**config.mk**
```make
export PLATFORM = sky130hd
export DESIGN_NAME = genesis_pad_scan_sched
export DESIGN_NICKNAME = d
export VERILOG_FILES = /design/src/rtl/genesis_pad_scan_sched.sv
export SDC_FILE = /design/constraint.sdc
export NUM_CORES = 1
export LEC_CHECK = 0
export CORE_MARGIN = 3
export CORE_UTILIZATION = 25
export DETAILED_ROUTE_END_ITERATION = 12
export GPL_TIMING_DRIVEN = 0
export MAX_ROUTING_LAYER = met4
export PLACE_DENSITY_LB_ADDON = 0.08
export SETUP_SLACK_MARGIN = 0.3
export SLEW_MARGIN = 20
export SYNTH_ARGS = -nofsm -noshare
export SYNTH_HDL_FRONTEND = slang
export SYNTH_SLANG_ARGS = --single-unit
export TNS_END_PERCENT = 10
```
**constraint.sdc**
```tcl
create_clock -name iCLK -period 4.04 [get_ports iCLK]
set_input_delay 1.212 -clock iCLK [delete_from_list [all_inputs] [get_ports iCLK]]
set_output_delay 1.212 -clock iCLK [all_outputs]
set_load 0.05 [all_outputs]
```
**src/rtl/genesis_pad_scan_sched.sv**
```systemverilog
// genesis_pad_scan_sched: per-frame poll scheduler for two Genesis pad readers.
// Issues one interleaved 16-strobe burst per frame (pad0 on even steps, pad1 on odd),
// then latches both readers' decoded buttons and pad types into stable snapshots.
module genesis_pad_scan_sched #(
  parameter int unsigned STEP_CYCLES  = 500,
  parameter int unsigned STEPS        = 8,
  parameter int unsigned FRAME_CYCLES = 100000
) (
  input  logic        iCLK,
  input  logic        iRESET,
  input  logic        iENABLE,
  input  logic [11:0] iPAD0_DECODED,
  input  logic [11:0] iPAD1_DECODED,
  input  logic [1:0]  iPAD0_TYPE,
  input  logic [1:0]  iPAD1_TYPE,
  output logic        oPAD0_STEP,
  output logic        oPAD1_STEP,
  output logic [11:0] oPAD0_STATE,
  output logic [11:0] oPAD1_STATE,
  output logic [1:0]  oPAD0_TYPE,
  output logic [1:0]  oPAD1_TYPE,
  output logic        oFRAME_DONE,
  output logic        oBUSY
);

  localparam int unsigned CW = $clog2(FRAME_CYCLES);
  localparam int unsigned IW = $clog2(2 * STEPS);
  localparam int unsigned WW = $clog2(STEP_CYCLES);

  localparam logic [CW-1:0] CNT_LAST  = CW'(FRAME_CYCLES - 1);
  localparam logic [IW-1:0] IDX_LAST  = IW'(2 * STEPS - 1);
  localparam logic [WW-1:0] WAIT_LAST = WW'(STEP_CYCLES - 2);

  localparam logic [1:0] S_IDLE    = 2'd0;
  localparam logic [1:0] S_STEP    = 2'd1;
  localparam logic [1:0] S_WAIT    = 2'd2;
  localparam logic [1:0] S_CAPTURE = 2'd3;

  generate
    if (STEPS != 8) begin : g_bad_steps
      $error("STEPS must be 8 to match the reader's 8-state cycle");
    end
    if (STEP_CYCLES < 2) begin : g_bad_step_cycles
      $error("STEP_CYCLES must be at least 2");
    end
    if (FRAME_CYCLES <= 2 * STEPS * STEP_CYCLES + 2) begin : g_bad_frame
      $error("FRAME_CYCLES must exceed 2*STEPS*STEP_CYCLES+2");
    end
  endgenerate

  logic [CW-1:0] r_cnt;
  logic [IW-1:0] r_idx;
  logic [WW-1:0] r_wait;
  logic [1:0]    r_state;
  logic [11:0]   r_state0;
  logic [11:0]   r_state1;
  logic [1:0]    r_type0;
  logic [1:0]    r_type1;
  logic          r_done;
  logic          w_frame_start;
  logic          w_in_step;

  assign w_frame_start = (r_cnt == '0) && iENABLE;
  assign w_in_step     = (r_state == S_STEP);

  // Free-running frame counter, independent of the scan FSM.
  always_ff @(posedge iCLK) begin
    if (iRESET) begin
      r_cnt <= '0;
    end else if (r_cnt == CNT_LAST) begin
      r_cnt <= '0;
    end else begin
      r_cnt <= r_cnt + CW'(1);
    end
  end

  // Burst sequencer: one step strobe, then STEP_CYCLES-1 settle cycles, 2*STEPS times.
  always_ff @(posedge iCLK) begin
    if (iRESET) begin
      r_state <= S_IDLE;
      r_idx   <= '0;
      r_wait  <= '0;
    end else begin
      case (r_state)
        S_IDLE: begin
          if (w_frame_start) begin
            r_state <= S_STEP;
          end
        end
        S_STEP: begin
          r_wait  <= '0;
          r_state <= S_WAIT;
        end
        S_WAIT: begin
          if (r_wait == WAIT_LAST) begin
            if (r_idx == IDX_LAST) begin
              r_idx   <= '0;
              r_state <= S_CAPTURE;
            end else begin
              r_idx   <= r_idx + IW'(1);
              r_state <= S_STEP;
            end
          end else begin
            r_wait <= r_wait + WW'(1);
          end
        end
        S_CAPTURE: begin
          r_state <= S_IDLE;
        end
        default: begin
          r_state <= S_IDLE;
        end
      endcase
    end
  end

  // Snapshot registers and frame-done pulse, loaded only from the CAPTURE cycle.
  always_ff @(posedge iCLK) begin
    if (iRESET) begin
      r_state0 <= '0;
      r_state1 <= '0;
      r_type0  <= '0;
      r_type1  <= '0;
      r_done   <= 1'b0;
    end else begin
      r_done <= (r_state == S_CAPTURE);
      if (r_state == S_CAPTURE) begin
        r_state0 <= iPAD0_DECODED;
        r_state1 <= iPAD1_DECODED;
        r_type0  <= iPAD0_TYPE;
        r_type1  <= iPAD1_TYPE;
      end
    end
  end

  assign oPAD0_STEP  = w_in_step & ~r_idx[0];
  assign oPAD1_STEP  = w_in_step &  r_idx[0];
  assign oBUSY       = (r_state == S_STEP) || (r_state == S_WAIT);
  assign oFRAME_DONE = r_done;
  assign oPAD0_STATE = r_state0;
  assign oPAD1_STATE = r_state1;
  assign oPAD0_TYPE  = r_type0;
  assign oPAD1_TYPE  = r_type1;

endmodule

```
==> impl_results.md <==
- Sequential share of power: between 40% and 50%
- Worst-Skew Late Latency: approximately 330 ps
- # Post-CTS Setup Buffers: 0
- Vias per inst: roughly 4.3
- P_int: 1.07 mW
- Routed len/inst: between 10 and 15 um
- GRT overflow: 0
- Post-synthesis xor/xnor area fraction: about 4.7%
- Worst Skew: a little under 8 ps
- Worst slew margin: 50.0%
- CTS Buf Count: 9
- Cells after DPL: 480
- Core area: between 9000 and 10000 um2
- Post-synth top flop: dfxtp_1
- Number of synthesized flops with an enable pin: 0
- Largest family of logic cells by synthesized area: simple AND/OR/NAND/NOR gates
- Fin Setup TNS: 0 ps
- Starting Density: a little over a quarter
- # diodes: 0
- CTS Root Cell: clkbuf_8
- DP HPWL: around 4.6 mm
- Final ANT Viol Nets: 0
- Mapped Area: ~2600 um2
- Final net count: between 300 and 400
- TritonCTS clock tree: built
- DRC errors left: 0
- Switching power of the nets: between 500 and 600 uW
- Max Cap Viol: 0
- Via count: between 2000 and 2500
- H-tree levels: 3
- Most frequent cell after synthesis: dfxtp_1
- Post-Synth Adder-Cell Area: 4.76%
- Vias in the first global route: 2146
- Clk pin slew, worst setup/hold paths: approximately 70 ps
- Final Max Tran Viols: 0
- Fraction of layout cells with a size suffix above 1: under 10%
- Die Span X: approximately 110 um
- Tot GR Track Use: 11.8%
- Area Overhead vs Synth: 36.6%
- Peak Freq: slightly above 300 MHz
- Synth Area in Compound Gates: approximately 7.8%
- Netlist cell types: 37
- CP Launch Type: flip-flop
- Placer Congestion: slightly above 0.7
- Crit. End Element: output pin
- Post-synth top area share: 46.4%
- Clk pwr share: roughly a third
- Fin crit share: between 70% and 80%
- First-pass GRT wire length: approximately 10 mm
- Worst Path Max Fanout: 5
- Switching Share: between 30% and 40%
- Hold Path Class: flip-flop to flip-flop
- Post-synth top cells: dfxtp_1, nor2_1, mux2i_1, inv_1, nand2_1
- Clk sinks: 61
- RSZ-0062 raised after global routing: no
- Final setup viols: 0
- Leak: ~1.2 nW
- Max IR drop VDD: 0.164 mV
- DRT iter0 DRCs: 42
- Crit path DAT: 2010 ps
- Ys Warns: 0
- I/O pins: 63
- Number of core rows: 36
- Synth top area cells: dfxtp_1, mux2i_1, nor2_1, ha_1, xnor2_1
- Largest net degree at the start of global routing: 11
- CTS hold repair buffers: 0
- Syn Area/Cell: between 9 and 10 um2
- Worst Max-Slew Pin Slew: between 700 and 800 ps
- Post-Layout Cell Count: 495
- Largest area contributor in the netlist: dfxtp_1
- Post-CTS resize count: 0
- Post-route minimum period: 3220 ps
- Clock tree buffer depth: 2
- Share of power burned in combinational logic: between 20% and 30%
- Sequential element share of the synthesized area: a little under half
- Simple-Gate Fraction of Synth Area: between 20% and 30%
- #FFs+latches synth: slightly above 60
- Pwr dens: approximately 440 nW/um2
- Mapped Nets: around 330
- Die Ht: ~110 um
- Number of port buffers: just over 60
- Worst EP required: between 2000 and 3000 ps
- Total Routed Length: 6.28 mm
- Initial antenna violation count: 0
- Syn Inst Count: approximately 290
- Mux cell area share after synthesis: 11.8%
- Final hold vios: 0
- Critical path class: flip-flop to output pin
- FFs w/ async S/R, synth: 0%
- Result of the run: finished clean
- First-pass DRT Iterations: 4
- Die area: roughly 12000 um2
## flip-flops by register name, indices dropped and copies added, names as in the netlist
signal       count
r_cnt           17
oPAD0_STATE     12
oPAD1_STATE     12
r_wait           9
r_idx            4
oPAD0_TYPE       2
oPAD1_TYPE       2
r_state          2
oFRAME_DONE      1
## path summary, 6_finish.rpt
path                   start         end  slack (ps)  cells after the start
hold / removal      r_cnt[0]    r_cnt[0]         480                      1
setup reg to reg  r_state[0]  r_state[1]        1970                      7
setup / recovery  r_state[1]  oPAD0_STEP         820                      4
hold reg to reg     r_cnt[0]    r_cnt[0]         480                      1
## worst max-delay path: stages (launching register included)
cell	delay, ps
dfxtp_1	350
inv_1	130
ha_1	260
nor2b_1	150
clkdlybuf4s50_1	800
## placed cells by master (no fill, tap or decap), types with 2 or more instances in the layout
cell	synthesis	layout
nand3_1	8	8
and2_1	2	2
dfxtp_1	61	61
nor2b_1	2	2
ha_1	10	10
nor2_1	53	53
xnor2_1	12	12
mux2i_1	30	30
nor4_1	4	4
a21oi_1	12	12
buf_2	2	2
nand4_1	7	7
clkbuf_1	8	8
a31o_2	2	2
or3_1	6	6
nand2_1	14	14
a21o_1	2	2
o21ai_0	8	8
nor3_1	10	10
inv_1	15	15
clkinvlp_4	0	2
xor2_1	2	2
clkdlybuf4s50_1	0	61
clkbuf_8	0	12
## per-layer routing
metal	track usage (%)	wire length, um	vias to the layer above
met5	-	0	-
met4	2.98	72	0
met3	4.42	254	5
met2	19.6	3170	35
met1	13.4	2780	985
li1	-	-	1117
## metrics by stage
step	power [mW]	hold WS [ps]	instance area, um2	setup WS (ps)	utilization (%)
after global placement	1.10	469	3410	1160	34.1
after detailed placement	1.10	468	3410	1150	34.1
final	1.58	480	3590	817	35.9
after floorplan	0.962	442	2630	1460	-
after CTS	1.62	487	3590	774	35.9
after global routing	1.68	518	3590	668	35.9
## cell families after synthesis
| kind of cell | count (synthesis) |
|---|---|
| buffers and inverters | 25 |
| xor gates and xnor gates | 14 |
| adders and majority gates | 10 |
| AOI/OAI and AO/OA | 31 |
| muxes | 31 |
| and+or+nand+nor | 114 |
| DFF | 61 |
## power by group through the flow
| stage | registers (mW) | clock network [mW] | logic [mW] |
|---|---|---|---|
| floorplan | 0.724 | 0 | 0.238 |
| global placement | 0.666 | 0 | 0.430 |
| global route | 0.658 | 0.563 | 0.459 |
| finish | 0.653 | 0.503 | 0.424 |
| detailed placement | 0.667 | 0 | 0.429 |
| CTS | 0.653 | 0.540 | 0.430 |
## area by class of cell
cell class	count	area, um2
plain buffers	10	40.0
repair buffers	61	611
multi-input cells	200	1310
inverters	15	56.3
well taps	133	166
clock inverters	3	20.0
flip-flops and latches	61	1220
fillers	1042	6410
clock buffers	12	165
No activity file was read; power rests on OpenSTA's default activity.
